## src/rtl/melody_sequencer.sv

```systemverilog
// melody_sequencer: plays a 16-entry song RAM as a sequence of notes.
//
// Each RAM entry is {note[3:0], beats[1:0]}. A note lasts (beats+1)*BEAT_CYCLES
// clocks. Note 0 and notes 9..14 are rests, notes 1..8 are C4..C5, and note 15
// marks the song end. The song RAM can only be written while IDLE.
//
// Optional feature macro: NOTE_GAP_EN. When it is defined, music drops for the
// last GAP_CYCLES clocks of every note so that repeated notes are audibly
// separated; pitch is unchanged during that gap.
//
// Ports:
//   clk        system clock (100 MHz)
//   rst        asynchronous active-high reset; RAM reloads with END entries
//   play       start from IDLE, or resume from PAUSE
//   pause      pause playback
//   stop       abort to IDLE (highest priority)
//   loop       restart at entry 0 when the song ends
//   wr_en      song-RAM write strobe (IDLE only)
//   wr_addr    song-RAM entry index
//   wr_data    song-RAM entry {note, beats}
//   pitch      half-period count for the note generator (registered)
//   music      tone enable for the note generator (registered)
//   gen_start  high in PLAY and PAUSE
//   note_idx   current entry index
//   busy       high when not IDLE
//   done       one-cycle pulse on natural song end
module melody_sequencer #(
  parameter int unsigned BEAT_CYCLES = 25_000_000,
  parameter int unsigned GAP_CYCLES  = 2_500_000
) (
  input  logic        clk,
  input  logic        rst,
  input  logic        play,
  input  logic        pause,
  input  logic        stop,
  input  logic        loop,
  input  logic        wr_en,
  input  logic [3:0]  wr_addr,
  input  logic [5:0]  wr_data,
  output logic [21:0] pitch,
  output logic        music,
  output logic        gen_start,
  output logic [3:0]  note_idx,
  output logic        busy,
  output logic        done
);

  localparam int unsigned CNT_W     = $clog2(BEAT_CYCLES + 1);
  localparam logic [3:0]  NOTE_END  = 4'd15;
  localparam logic [5:0]  ENTRY_END = 6'b111100;

  // The silent tail must fit inside a single beat.
  if (GAP_CYCLES >= BEAT_CYCLES) begin : g_gap_check
    $error("melody_sequencer: GAP_CYCLES must be smaller than BEAT_CYCLES");
  end

  typedef enum logic [1:0] {
    IDLE  = 2'd0,
    PLAY  = 2'd1,
    PAUSE = 2'd2
  } state_t;

  state_t           state;
  logic [5:0]       ram [16];
  logic [CNT_W-1:0] beat_cnt;
  logic [1:0]       dur_cnt;

  logic [5:0]  cur_entry;
  logic [3:0]  cur_note;
  logic [1:0]  cur_beats;
  logic [3:0]  next_idx;
  logic [5:0]  next_entry;
  logic        beat_last;
  logic        note_expire;
  logic        next_is_end;
  logic        tail;
  logic [21:0] note_pitch;
  logic        note_tone;

  // Note number to half-period count; rests and END give zero.
  function automatic logic [21:0] decode_pitch(input logic [3:0] note);
    case (note)
      4'd1:    decode_pitch = 22'd191109;
      4'd2:    decode_pitch = 22'd170264;
      4'd3:    decode_pitch = 22'd151684;
      4'd4:    decode_pitch = 22'd143171;
      4'd5:    decode_pitch = 22'd127550;
      4'd6:    decode_pitch = 22'd113635;
      4'd7:    decode_pitch = 22'd101238;
      4'd8:    decode_pitch = 22'd95556;
      default: decode_pitch = 22'd0;
    endcase
  endfunction

  // Current entry decode, expiry detection and end-of-song lookahead.
  always_comb begin
    cur_entry   = ram[note_idx];
    cur_note    = cur_entry[5:2];
    cur_beats   = cur_entry[1:0];
    next_idx    = note_idx + 4'd1;
    next_entry  = ram[next_idx];
    beat_last   = (beat_cnt == CNT_W'(BEAT_CYCLES - 1));
    note_expire = beat_last && (dur_cnt == cur_beats);
    // Index 15 wrapping to 0 counts as reaching the end of the song.
    next_is_end = (next_idx == 4'd0) || (next_entry[5:2] == NOTE_END);
    note_pitch  = decode_pitch(cur_note);
    note_tone   = (cur_note >= 4'd1) && (cur_note <= 4'd8);
`ifdef NOTE_GAP_EN
    tail        = (dur_cnt == cur_beats) &&
                  (beat_cnt >= CNT_W'(BEAT_CYCLES - GAP_CYCLES));
`else
    tail        = 1'b0;
`endif
  end

  // Sequencer FSM, counters, song RAM and registered outputs.
  always_ff @(posedge clk or posedge rst) begin
    if (rst) begin
      state     <= IDLE;
      note_idx  <= 4'd0;
      beat_cnt  <= '0;
      dur_cnt   <= 2'd0;
      pitch     <= 22'd0;
      music     <= 1'b0;
      gen_start <= 1'b0;
      busy      <= 1'b0;
      done      <= 1'b0;
      for (int i = 0; i < 16; i++) begin
        ram[i] <= ENTRY_END;
      end
    end else begin
      done <= 1'b0;

      // Tone outputs follow the current state and entry one cycle later.
      case (state)
        PLAY: begin
          pitch <= note_pitch;
          music <= note_tone && !tail;
        end
        PAUSE: begin
          music <= 1'b0;
        end
        default: begin
          pitch <= 22'd0;
          music <= 1'b0;
        end
      endcase

      if (wr_en && (state == IDLE)) begin
        ram[wr_addr] <= wr_data;
      end

      case (state)
        IDLE: begin
          if (!stop && !pause && play) begin
            state     <= PLAY;
            note_idx  <= 4'd0;
            beat_cnt  <= '0;
            dur_cnt   <= 2'd0;
            busy      <= 1'b1;
            gen_start <= 1'b1;
          end
        end

        PLAY: begin
          if (stop) begin
            state     <= IDLE;
            note_idx  <= 4'd0;
            beat_cnt  <= '0;
            dur_cnt   <= 2'd0;
            busy      <= 1'b0;
            gen_start <= 1'b0;
          end else if (pause) begin
            state <= PAUSE;
          end else if (cur_note == NOTE_END) begin
            // Only reachable at entry 0: an empty song ends at once.
            state     <= IDLE;
            note_idx  <= 4'd0;
            beat_cnt  <= '0;
            dur_cnt   <= 2'd0;
            busy      <= 1'b0;
            gen_start <= 1'b0;
            done      <= 1'b1;
          end else if (note_expire) begin
            beat_cnt <= '0;
            dur_cnt  <= 2'd0;
            if (!next_is_end) begin
              note_idx <= next_idx;
            end else if (loop) begin
              // Entry 0 already played, so it is a real note: restart directly.
              note_idx <= 4'd0;
            end else begin
              state     <= IDLE;
              note_idx  <= 4'd0;
              busy      <= 1'b0;
              gen_start <= 1'b0;
              done      <= 1'b1;
            end
          end else if (beat_last) begin
            beat_cnt <= '0;
            dur_cnt  <= dur_cnt + 2'd1;
          end else begin
            beat_cnt <= beat_cnt + CNT_W'(1);
          end
        end

        PAUSE: begin
          if (stop) begin
            state     <= IDLE;
            note_idx  <= 4'd0;
            beat_cnt  <= '0;
            dur_cnt   <= 2'd0;
            busy      <= 1'b0;
            gen_start <= 1'b0;
          end else if (play && !pause) begin
            state <= PLAY;
          end
        end

        default: begin
          state     <= IDLE;
          busy      <= 1'b0;
          gen_start <= 1'b0;
        end
      endcase
    end
  end

endmodule

```

## config.mk

```make
export PLATFORM = sky130hd
export DESIGN_NAME = melody_sequencer
export DESIGN_NICKNAME = d
export VERILOG_FILES = /design/src/rtl/melody_sequencer.sv
export SDC_FILE = /design/constraint.sdc
export NUM_CORES = 1
export LEC_CHECK = 0
export CAP_MARGIN = 20
export CORE_ASPECT_RATIO = 1.1
export CORE_UTILIZATION = 40
export CTS_CLUSTER_SIZE = 12
export DETAILED_ROUTE_END_ITERATION = 8
export DONT_BUFFER_PORTS = 1
export HOLD_SLACK_MARGIN = 0.12
export PLACE_DENSITY = 0.61
export SYNTH_ARGS = -nofsm -noshare
export SYNTH_HDL_FRONTEND = slang
export SYNTH_SLANG_ARGS = --single-unit
```

## constraint.sdc

```tcl
create_clock -name clk -period 6.84 [get_ports clk]
set_input_delay 1.368 -clock clk [delete_from_list [all_inputs] [get_ports clk]]
set_output_delay 1.368 -clock clk [all_outputs]
set_load 0.01 [all_outputs]
```

# Word level (Yosys, flattened, before mapping)
# Memory sizes are Yosys's and may differ from the RTL's.
# Cells that the tools add are included.
# totals
output_inout_bits	30
inputBits	17
wordCells	133
memories	1
rom_bits	288
regBits	154
# op_classes
add_sub_neg	3
n_mux	61
eq_ne	17
n_lt_le_gt_ge	6
n_bitwise	3
reduce_logical	18
# memory_table
memory	words	width	read_ports	rd_ports_with_merged_regs	write_ports	line	source
(name not given)	16	18	1	0	0	82	case (note)
# op_table
cell	n
25-bit two-way mux	7
96-bit bitwise mux	1
25-bit case mux with 3 select lines	1
6-bit binary-select mux with 4-bit select	2
22-bit case mux with 2 select lines	1
2-bit two-way mux	16
6-bit two-way mux	5
4-bit two-way mux	7
25-bit by 1-bit adder with 25-bit output (second input constant)	1
25-bit equality test (second input constant)	1
6-bit demux with 4-bit select	1
5-bit != test (second input constant)	4
1-bit two-way mux	16
5-bit >= comparator (second input constant)	3
4-bit NOT with 5-bit output	3
5-bit AND reduction	3
4-bit != test (second input constant)	3
2-bit case mux with 3 select lines	2
4-bit case mux with 3 select lines	1
4-bit equality test (second input constant)	2
1-bit logical AND	7
3-bit != test (second input constant)	2
6-bit AND reduction	1
5-bit by 1-bit less-than comparator with 1-bit output (second input constant)	1
16 further kinds	17

# Longest topological paths before layout
# logic_depth
word_depth	13
depth_mapped	12

# Worst setup path before layout
# Ideal clock, no wire load.
# synth_timing
path_type	reg-to-reg
startpoint	register note_idx[1]
endpoint	register note_idx[0]
arrival_ns	3.290
setup_slack_ns	3.474
synth_period_minus_slack_ns	3.366
setup_ns	0.076
n_path_buf	2
stages_incl_launch_ff	9
required_ns	6.764
path_cell_list	dfrtp_1 buf_2 clkbuf_1 mux4_2 mux4_2 ha_1 a311o_1 or4_4 o21ai_1
# synth_between
elab_chain_cells	13
elab_cells_between_ends	23
# synth_rtl
item	line	source
start, declared	43	output logic [3:0] note_idx,
start signal, assigned	188	note_idx <= next_idx;
4-bit by 1-bit adder with 4-bit output	100	next_idx = note_idx + 4'd1;
4-bit NOT with 5-bit output (not written as such)	101	next_entry = ram[next_idx];
6-bit binary-select mux with 4-bit select	101	
6-bit two-way mux (not written as such) (2 in a row)	101	
4-bit equality test	105	next_is_end = (next_idx == 4'd0) || (next_entry[5:2] == NOTE_END);
1-bit logical OR	105	
4-bit two-way mux	187	if (!next_is_end) begin
4-bit two-way mux	184	end else if (note_expire) begin
4-bit two-way mux	175	end else if (cur_note == NOTE_END) begin
4-bit two-way mux	173	end else if (pause) begin
4-bit two-way mux	166	if (stop) begin
4-bit case mux with 3 select lines	153	case (state)
# Several ways; a longest one is shown, not always the timed one. The select of a mux whose other input is x is not followed.
# A chain may end at the register's enable or synchronous reset.

# Worst setup path in the final report
# layout_timing
startpoint	register note_idx[1]
endpoint	register dur_cnt[0]
# layout_between
elab_chain_cells	11
elab_cells_between_ends	14
# layout_rtl
item	line	source
4-bit NOT with 5-bit output (not written as such) *	97	cur_entry = ram[note_idx];
6-bit binary-select mux with 4-bit select *	97	
6-bit two-way mux (not written as such) * (2 in a row)	97	
2-bit equality test	103	note_expire = beat_last && (dur_cnt == cur_beats);
1-bit logical AND	103	
2-bit two-way mux	184	
2-bit two-way mux	175	
2-bit two-way mux	173	
2-bit two-way mux	166	
2-bit case mux with 3 select lines	153	
end signal, assigned	201	dur_cnt <= dur_cnt + 2'd1;
end, declared	66	logic [1:0] dur_cnt;
# Mark *: on every way between the ends. The rest lies on a longest branch, timed or not. The select of a mux whose other input is x is not followed.

==> out/results.txt <==
Synth Area in Adders -> 0.01292
Cts-stage hold buffer count -> 0
Via count of the first global-routing pass -> 5263
Synth Flop Type -> dfrtp_1
Time the worst path needs with I/O delays and setup -> 4.286 ns
Leading post-synthesis cells by cell area -> dfrtp_1 (28%), dfstp_2 (22%), mux2_2 (14%), mux4_2 (7.3%), nand2_1 (2.5%)
Worst-path cell with the longest stage delay -> dfrtp_1
Detailed-route wire length per cell -> 19.45 µm
Postcts setup bufs -> 0
Arrival time worst endpoint -> 4.63 ns
Distinct cell type count after synthesis -> 71
Global placement routability congestion -> 0.8568
Die outline area -> 19930 µm²
Die Height -> 148.0 µm
Delay contributed by the slowest stage of the critical path -> 0.93 ns
Total global-route track usage -> 0.1862
Vias -> 5125
Cell area after synthesis -> 7746 µm²
Gate count after technology mapping -> 644
Share of final-layout standard cells stronger than drive strength 1 -> 0.3590
Clock buffer count from CTS -> 17
Cell repeated most along the worst path -> nor2_1
Ports placed on the boundary -> 47
Iteration count of the initial detailed-routing pass -> 4
CP bufs+invs -> 1
Largest buffer count on any clock path -> 2
Synthesis-to-finish area growth -> 9.595%
# setup viols final -> 0
Result of the run -> finished clean
CP max FO -> 22
Synthesis-stage register bit count -> 150
Dominant cell type by area after synthesis -> dfrtp_1
Routed Wire Length -> 17430 µm
Power density normalized to cell area -> 297.2 nW/µm²
Fin Setup TNS -> 0 ns
GRT Residual Overflow -> 0
Clock-pin slew on the worst setup and hold paths -> 0.06 ns
Core outline area -> 19030 µm²
Maximum clock frequency -> 0.2333 GHz
Starting density of the core -> 0.4070
RSZ-0062 raised after global routing -> false
Setup slack of the worst register-to-register path -> 2.55 ns
Final setup skew -> 0.01168 ns
Number of resized instances in the post-cts repair step -> 0
Worst max-slew margin expressed relative to the limit -> 0.3065
Final setup margin -> 2.554 ns
Simple-gate portion of the synthesized area -> 0.1328
Kind of cell adding the most delay to the critical path -> simple AND/OR/NAND/NOR gates
Clock latency of the later-clocked register in the worst-skew pair -> 0.43 ns
Static Leakage -> 3.320 nW
CTS tree -> done
Area of the multi-input gates -> 3687 µm²
Per-instance average area after synthesis -> 12.03 µm²
Global-route wire length before repair -> 28590 µm
Share of the yosys chip area belonging to registers -> 0.4949
Number of max-cap violations -> 0
Final hold violation count -> 0
CP endpoint kind -> flop
Leading cell type by number of instances after synthesis -> mux2_2
Area taken by flip-flops and latches -> 3835 µm²
Setup slack after placement -> 2.595 ns
Number of I/O port buffers -> 0
Worst Tran Pin Value -> 1.031 ns
Worst Path Required -> 7.18 ns
Startpoint Class -> flop
Number of antenna violations at the first check in global routing -> 0
Number of flops mapped to enable cells by yosys -> 0
Most numerous cell types in the synthesized netlist -> mux2_2 (97), dfrtp_1 (86), dfstp_2 (64)
Root cell of the clock tree -> clkbuf_16
Fraction of the cycle the final worst path needs -> 0.6267
Number of slew-limit violations in the final report -> 0
1st-iter DRT viols -> 223
Fraction of the mapped netlist area in compound gates -> 0.07204
CTS H-Tree Depth -> 4
Worst vdd rail ir drop -> 0.1511 mV
Post-DP HPWL -> 12290 µm
Xor-xnor portion of the synthesized cell area -> 0.02342
Detailed-route DRC error count -> 0
Multiplexer share of the synthesized area -> 0.2329
Fraction of registers with async set or reset after synthesis -> 1.000
Yosys warning count -> 0
TritonCTS Sinks -> 150
Type of the worst setup path -> flop to flop
Number of antenna diodes -> 0
Fin nets -> 661
Width of the chip -> 134.7 µm
Fraction of synthesized cell area taken by the top area cell type -> 0.2778
Post-layout util -> 0.4461
Filler cell count in the final layout -> 1708
Min-Delay Path Class -> flop to flop
Largest net degree at the start of global routing -> 85
Vias per std cell -> 5.720
Standard-cell rows -> 53
Combinational family with the most area after synthesis -> multiplexers
Cell chain of the critical path -> buf_4 > mux4_2 > a22oi_1 > nand3_1 > a311o_1 > nor2_1 > nor2_1 > mux2i_1
Number of nets with antenna violations after detailed routing -> 0
where the power goes:
part | switching [mW] | internal [mW]
registers | 0.124 | 1.11
logic | 0.175 | 0.218
clock network | 0.379 | 0.512
total | 0.678 | 1.85
per-stage QoR:
step	power, mW	hold WS (ns)	instances	instance area [µm²]
2_1_floorplan	1.531	0.4708	647	7757
3_3_place_gp	1.623	0.4821	864	7926
3_5_place_dp	1.646	0.4879	864	7926
4_1_cts	2.542	0.5016	896	8489
5_1_grt	2.637	0.5163	896	8489
6_report	2.523	0.4993	896	8489
final timing paths:
check / depth (start not counted) / from / end
max: 8 / note_idx[1]$_DFFE_PP0P_ / dur_cnt[0]$_DFFE_PP0P_
min: 1 / ram[30]$_DFFE_PP0P_ / ram[30]$_DFFE_PP0P_
max reg2reg: 8 / note_idx[1]$_DFFE_PP0P_ / dur_cnt[0]$_DFFE_PP0P_
min reg2reg: 1 / ram[30]$_DFFE_PP0P_ / ram[30]$_DFFE_PP0P_
max in group asynchronous: 2 / rst / dur_cnt[1]$_DFFE_PP0P_
min in group asynchronous: 1 / rst / pitch[0]$_DFFE_PP0N_
placed cells by master (no fill, tap or decap), drive strengths merged, types with 7 or more instances in the layout:
cell	synthesis	layout
mux2	97	97
dfrtp	86	86
dfstp	64	64
nand2	52	52
nor2	45	45
o21ai	31	31
mux4	28	28
nand3	23	23
clkbuf	21	19
inv	15	19
a21oi	12	12
nand2b	11	11
nand4	11	11
nor3	11	11
xor2	10	10
xnor2	9	9
ha	8	8
nor2b	7	7
mux2i	7	7
nor4	7	7
a22o	7	7
state kept, by name, indices dropped and copies added, names as in the netlist:
signal    flops
note_idx      4
dur_cnt       2
done          1
pitch        18
busy          1
music         1
state         2
ram          96
beat_cnt     25
area by class of cell:
cell class,count,share of cell area
clock buffer,19,0.05217
clock inverter,13,0.01415
inverter,16,0.007664
multi-input combinational,447,0.4343
sequential,150,0.4517
tap,247,0.03640
timing repair buffer,4,0.003537
worst register-to-register path, cell delays in order, from the launching register on:
cell and delay (ns):
dfrtp_1 0.93, buf_4 0.37, mux4_2 0.53, a22oi_1 0.19, nand3_1 0.63, a311o_1 0.73, nor2_1 0.33, nor2_1 0.28
mux2i_1 0.20
logic make-up after synthesis:
family,after synthesis
and+or+nand+nor,201
DFF,150
muxes,132
AOI/OAI and AO/OA,83
buffers and inverters,50
xor gates and xnor gates,19
adders and majority gates,8
other,1
routing by layer:
| metal | global-route usage | wire length [µm] | vias to the layer above |
|---|---|---|---|
| met5 | 0 | 0 | - |
| met4 | 0.07584 | 433 | 0 |
| met3 | 0.04081 | 785 | 34 |
| met2 | 0.3142 | 8672 | 129 |
| met1 | 0.2302 | 7537 | 2620 |
| li1 | - | - | 2342 |
No activity file was read; power rests on OpenSTA's default activity.
